--- config.mk ---
export PLATFORM = sky130hd
export DESIGN_NAME = ordenador_seq_flat
export DESIGN_NICKNAME = d
export VERILOG_FILES = /design/src/rtl/ordenador_seq_if.sv /design/src/rtl/ordenador_seq.sv /design/src/flat_wrapper.sv
export SDC_FILE = /design/constraint.sdc
export NUM_CORES = 1
export LEC_CHECK = 0
export BUFFER_PORTS_ARGS = -buffer_cell sky130_fd_sc_hd__buf_4
export CAP_MARGIN = 10
export CELL_PAD_IN_SITES_DETAIL_PLACEMENT = 1
export CELL_PAD_IN_SITES_GLOBAL_PLACEMENT = 1
export CORE_UTILIZATION = 41
export CTS_CLUSTER_DIAMETER = 60
export DETAILED_ROUTE_END_ITERATION = 6
export MAX_ROUTING_LAYER = met4
export PLACE_DENSITY_LB_ADDON = 0.1
export SYNTH_ARGS = -nofsm -noshare
export SYNTH_HDL_FRONTEND = slang
export SYNTH_SLANG_ARGS = --single-unit
--- constraint.sdc ---
create_clock -name clk -period 3.2 [get_ports clk]
set_input_delay 0.64 -clock clk [delete_from_list [all_inputs] [get_ports clk]]
set_output_delay 0.64 -clock clk [all_outputs]
set_load 0.01 [all_outputs]
--- src/rtl/ordenador_seq_if.sv ---
// Handshake bundle for ordenador_seq: producer side (in_*) and consumer side (out_*).
// The slave modport is the sorter; the master modport is whoever feeds and drains it.
interface ordenador_seq_if #(
  parameter int SIZE = 8,
  parameter int N    = 8
);
  logic                     in_valid;
  logic                     in_ready;
  logic [N*SIZE-1:0]        in_data;
  logic                     in_desc;
  logic                     out_valid;
  logic                     out_ready;
  logic [N*SIZE-1:0]        out_data;
  logic [$clog2(N+1)-1:0]   out_passes;

  modport slave (
    input  in_valid, in_data, in_desc, out_ready,
    output in_ready, out_valid, out_data, out_passes
  );

  modport master (
    output in_valid, in_data, in_desc, out_ready,
    input  in_ready, out_valid, out_data, out_passes
  );
endinterface

--- src/rtl/ordenador_seq.sv ---
// Iterative odd-even transposition sorter: one row of compare-exchange cells reused for N passes.
// Optional early exit (two consecutive swap-free passes) is enabled by defining ORD_EARLY_EXIT_EN.
module ordenador_seq #(
  parameter int SIZE = 8,
  parameter int N    = 8
) (
  input  logic           clk,
  input  logic           rst_n,
  ordenador_seq_if.slave bus
);
  localparam int PW = $clog2(N + 1);
  localparam logic [PW-1:0] LAST_PASS = PW'(N - 1);

  typedef enum logic [1:0] {
    IDLE = 2'd0,
    SORT = 2'd1,
    DONE = 2'd2
  } state_t;

  state_t state_reg, state_next;

  logic [N-1:0][SIZE-1:0] lane_reg;
  logic [N-1:0][SIZE-1:0] even_res;
  logic [N-1:0][SIZE-1:0] odd_res;
  logic [N/2-1:0]         even_swap;
  logic [N/2-1:0]         odd_swap;
  logic                   desc_reg;
  logic [PW-1:0]          pass_reg;
  logic                   accept;

`ifdef ORD_EARLY_EXIT_EN
  logic                   pass_swap;
  logic                   swap_prev_reg;
`endif

  // Even pass: pairs (0,1), (2,3), ... cover every lane.
  genvar gi;
  generate
    for (gi = 0; gi < N/2; gi++) begin : g_even
      logic lo_gt_hi;
      logic lo_lt_hi;
      assign lo_gt_hi = lane_reg[2*gi] > lane_reg[2*gi+1];
      assign lo_lt_hi = lane_reg[2*gi] < lane_reg[2*gi+1];
      assign even_swap[gi] = desc_reg ? lo_lt_hi : lo_gt_hi;
      assign even_res[2*gi]   = even_swap[gi] ? lane_reg[2*gi+1] : lane_reg[2*gi];
      assign even_res[2*gi+1] = even_swap[gi] ? lane_reg[2*gi]   : lane_reg[2*gi+1];
    end

    // Odd pass: pairs (1,2), ..., (N-3,N-2); the outer lanes pass through.
    for (gi = 0; gi < N/2 - 1; gi++) begin : g_odd
      logic lo_gt_hi;
      logic lo_lt_hi;
      assign lo_gt_hi = lane_reg[2*gi+1] > lane_reg[2*gi+2];
      assign lo_lt_hi = lane_reg[2*gi+1] < lane_reg[2*gi+2];
      assign odd_swap[gi] = desc_reg ? lo_lt_hi : lo_gt_hi;
      assign odd_res[2*gi+1] = odd_swap[gi] ? lane_reg[2*gi+2] : lane_reg[2*gi+1];
      assign odd_res[2*gi+2] = odd_swap[gi] ? lane_reg[2*gi+1] : lane_reg[2*gi+2];
    end
  endgenerate

  assign odd_res[0]          = lane_reg[0];
  assign odd_res[N-1]        = lane_reg[N-1];
  assign odd_swap[N/2-1]     = 1'b0;

  assign accept = bus.in_valid && (state_reg == IDLE);

`ifdef ORD_EARLY_EXIT_EN
  assign pass_swap = pass_reg[0] ? (|odd_swap) : (|even_swap);
`endif

  always_ff @(posedge clk or negedge rst_n) begin
    if (!rst_n) begin
      state_reg <= IDLE;
    end else begin
      state_reg <= state_next;
    end
  end

  always_comb begin
    state_next = state_reg;
    case (state_reg)
      IDLE: begin
        if (bus.in_valid) state_next = SORT;
      end
      SORT: begin
        if (pass_reg == LAST_PASS) begin
          state_next = DONE;
        end
`ifdef ORD_EARLY_EXIT_EN
        // Two clean passes in a row means every adjacent pair is already ordered.
        else if ((pass_reg != '0) && !pass_swap && !swap_prev_reg) begin
          state_next = DONE;
        end
`endif
      end
      DONE: begin
        if (bus.out_ready) state_next = IDLE;
      end
      default: state_next = IDLE;
    endcase
  end

  always_comb begin
    bus.in_ready  = 1'b0;
    bus.out_valid = 1'b0;
    case (state_reg)
      IDLE:    bus.in_ready  = 1'b1;
      DONE:    bus.out_valid = 1'b1;
      default: ;
    endcase
  end

  always_ff @(posedge clk or negedge rst_n) begin
    if (!rst_n) begin
      lane_reg      <= '0;
      desc_reg      <= 1'b0;
      pass_reg      <= '0;
`ifdef ORD_EARLY_EXIT_EN
      swap_prev_reg <= 1'b0;
`endif
    end else if (accept) begin
      lane_reg      <= bus.in_data;
      desc_reg      <= bus.in_desc;
      pass_reg      <= '0;
`ifdef ORD_EARLY_EXIT_EN
      swap_prev_reg <= 1'b0;
`endif
    end else if (state_reg == SORT) begin
      lane_reg      <= pass_reg[0] ? odd_res : even_res;
      pass_reg      <= pass_reg + PW'(1);
`ifdef ORD_EARLY_EXIT_EN
      swap_prev_reg <= pass_swap;
`endif
    end
  end

  // pass_reg ends each operation holding the number of passes executed.
  assign bus.out_data   = lane_reg;
  assign bus.out_passes = pass_reg;
endmodule

--- src/flat_wrapper.sv ---
// flat-port wrapper written by rule: the top's interface ports become plain ports
module ordenador_seq_flat 
#(
  parameter int SIZE = 8,
  parameter int N    = 8
)
  (clk, rst_n, bus_in_valid, bus_in_data, bus_in_desc, bus_out_ready, bus_in_ready, bus_out_valid, bus_out_data, bus_out_passes);
  ordenador_seq_if #(.SIZE(SIZE), .N(N)) bus_i ();
  input  logic clk;
  input  logic rst_n;
  input wire logic [$bits(bus_i.in_valid)-1:0] bus_in_valid;
  input wire logic [$bits(bus_i.in_data)-1:0] bus_in_data;
  input wire logic [$bits(bus_i.in_desc)-1:0] bus_in_desc;
  input wire logic [$bits(bus_i.out_ready)-1:0] bus_out_ready;
  output wire logic [$bits(bus_i.in_ready)-1:0] bus_in_ready;
  output wire logic [$bits(bus_i.out_valid)-1:0] bus_out_valid;
  output wire logic [$bits(bus_i.out_data)-1:0] bus_out_data;
  output wire logic [$bits(bus_i.out_passes)-1:0] bus_out_passes;
  assign bus_i.in_valid = bus_in_valid;
  assign bus_i.in_data = bus_in_data;
  assign bus_i.in_desc = bus_in_desc;
  assign bus_i.out_ready = bus_out_ready;
  assign bus_in_ready = bus_i.in_ready;
  assign bus_out_valid = bus_i.out_valid;
  assign bus_out_data = bus_i.out_data;
  assign bus_out_passes = bus_i.out_passes;
  ordenador_seq #(.SIZE(SIZE), .N(N)) u_core (.clk(clk), .rst_n(rst_n), .bus(bus_i));
endmodule
==> metrics.txt <==
Yosys reg bits 71; Power Density 1440 mW/mm²; first-pass GRT wire length 28600 µm; CP endpoint u_core.bus.out_data[53]$_DFFE_PN0P_; status complete, no violations; initial antenna violation count 0; Area growth syn-to-layout 29.6%; Port Buffers 138; Total Wirelength 18400 µm; Routed wire per std cell 20.7 µm; largest net degree at the start of global routing 101; First-pass DRT Iterations 5; Post-CTS Hold Buffers 0; Worst Max-Slew Pin Slew around 1000 ps; CTS Buf Count 9; register area share after synthesis 0.328; Hold Path Class in2async; Post-Synthesis Cells between 500 and 600; clk_lat worst skew 340 ps; number of routed nets with antenna violations 0; fin crit share 0.930; io pins 139; ys flop type dfrtp_1; Initial Util 0.425; synth unique cells 40; critical-path maximum fanout 8; Placed Area 0.00678 mm²; Slew headroom 0.334; htree depth 3; Core Region 0.0128 mm²; Die ar. 0.0137 mm²; CP startpoint kind register; Vias 4965; clk buf depth 2; Worst EP arrival ~3200 ps; number of max-cap violations 0; DP Wirelength 13700 µm; post-CTS setup buffers 0; Post-Syn Area per Cell 9.65 µm²; All-Layer GR Usage 0.291; DIE HEIGHT 117 µm; Final Hold Vio Count 0; Final Max Tran Viols 0; vias in the first global route 5098; Design Area, Final 0.00703 mm²; maximum achievable frequency 336 MHz; routed vias/inst around 5.6; CP endpoint kind register; reg2reg start u_core.bus.out_data[49]$_DFFE_PN0P_; reg2reg setup slack between 200 and 250 ps; post-route setup TNS 0 ps; CTS tree built; CTS clk-pin slew, worst paths 60 ps; clk root buf clkbuf_16; Syn Nets 688; gr ovfl total 0; # DRC 0; Final GP Congestion between 0.8 and 0.9; # resized after CTS 0; FFs w/ async S/R, synth 1.00; Tmin final 2980 ps; required time of the worst setup path approximately 3500 ps; Die Wd 117 µm; CTS sink cnt between 70 and 80; Register-to-Register Path Depth 9; Setup Crit Path Kind reg2reg; CP startpoint u_core.bus.out_data[49]$_DFFE_PN0P_; worst-case clock skew 6.29 ps; worst r2r dst u_core.bus.out_data[53]$_DFFE_PN0P_; initial DRC count 346; final net count 837; Post-synth EDFFs 0; Pleak between 0.003 and 0.004 µW; mapped cell area 0.00542 mm²; proportion of layout cells with a drive suffix above 1 0.306; # diodes 0; Rows 41; max reg flops 64; synth warn 0; endpoints failing setup 0; Worst VDD drop 430 µV; fill cell count 1435; unrepaired setup endpoints after global routing no
[Yosys cell counts (3+ instances only)]
| library cell | n | area [µm²] |
|---|---|---|
| a311oi_4 | 6 | 158 |
| a21oi_1 | 74 | 370 |
| clkbuf_1 | 13 | 48.8 |
| nor2_1 | 56 | 210 |
| nand2_1 | 9 | 33.8 |
| a21o_1 | 3 | 22.5 |
| o211ai_1 | 7 | 52.6 |
| inv_1 | 57 | 214 |
| nand4_1 | 15 | 93.8 |
| a22o_1 | 3 | 26.3 |
| a2111oi_2 | 3 | 45.0 |
| ha_1 | 57 | 713 |
| o221a_2 | 16 | 180 |
| mux2i_1 | 96 | 961 |
| dfrtp_1 | 71 | 1780 |
| buf_2 | 12 | 60.1 |
| mux2_4 | 3 | 45.0 |
| o21ai_0 | 23 | 115 |
| nor2b_1 | 7 | 43.8 |
| a21oi_2 | 3 | 26.3 |
[worst min path at each step]
stage	slack (ps)	from	endpoint
global route	540	rst_n	u_core.state_reg[1]$_DFFE_PN0P_
global placement	510	u_core.bus.out_passes[3]$_DFFE_PN0P_	u_core.bus.out_passes[3]$_DFFE_PN0P_
floorplan	340	rst_n	u_core.bus.out_data[0]$_DFFE_PN0P_
finish	450	rst_n	u_core.state_reg[1]$_DFFE_PN0P_
detailed placement	520	u_core.bus.out_passes[3]$_DFFE_PN0P_	u_core.bus.out_passes[3]$_DFFE_PN0P_
CTS	500	rst_n	u_core.bus.out_passes[2]$_DFFE_PN0P_
[per-layer routing]
layer / part of all wire / track usage / vias up
met1: 0.46 / 0.381 / 2487
met4: 0.015 / 0.0895 / 0
li1: - / - / 2333
met5: 0 / - / -
met2: 0.49 / 0.473 / 123
met3: 0.042 / 0.0324 / 22
[stage by stage]
stage	util	total power (µW)	std cells	worst slack (ps)	hold slack, ps
2_1_floorplan	-	6640	562	513	344
3_3_place_gp	0.531	8840	872	366	507
3_5_place_dp	0.531	9150	872	280	519
4_1_cts	0.550	10100	887	230	499
5_1_grt	0.550	10900	887	49.5	540
6_report	0.550	10100	887	225	453
[power by group]
part | total [µW] | internal (µW) | switching, µW
sequential | 2070 | 1430 | 641
combinational | 7130 | 3390 | 3740
clock | 913 | 519 | 394
[worst max-delay path: stages (launching register included)]
cell and delay (ps):
dfrtp_1 420, inv_1 100, ha_1 290, nor2b_2 150, o211ai_1 200, a21oi_2 90
a2111oi_2 330, mux2_4 380, a311oi_4 620, mux2i_1 290
[logic make-up after synthesis]
logic type / synth area share
AO/OA/AOI/OAI: 0.205
multiplexers: 0.188
buffers and inverters: 0.0609
adder cells (fa/ha/maj): 0.131
AND/OR/NAND/NOR: 0.0877
flip-flops: 0.328
[final cells by class]
| cell class | count | area [µm²] | area share |
|---|---|---|---|
| Inverter | 58 | 218 | 0.0310 |
| Timing Repair Buffer | 164 | 1240 | 0.177 |
| Sequential cell | 71 | 1780 | 0.253 |
| Tap cell | 172 | 215 | 0.0306 |
| Multi-Input combinational cell | 407 | 3320 | 0.473 |
| Clock inverter | 2 | 10.0 | 0.00142 |
| Clock buffer | 13 | 240 | 0.0342 |
[layout by cell type (no fill, tap or decap), types with 2 or more instances in the layout]
cell	n
a311oi_4	6
buf_4	163
clkbuf_16	9
nor2b_2	2
a21oi_2	3
o21a_1	2
o211ai_1	7
nand3b_1	2
o31ai_1	2
o221a_2	16
nor2b_1	7
a2111oi_2	3
nor2_1	56
o21ai_0	23
o22a_1	2
nand4_1	15
mux2_4	3
o21ai_1	2
a22o_1	3
ha_1	57
dfrtp_1	70
o211ai_2	2
mux2i_1	96
inv_1	57
a21o_1	3
nand2_1	9
clkbuf_1	4
clkinv_2	2
a21oi_1	74
No activity file was read; power rests on OpenSTA's default activity.
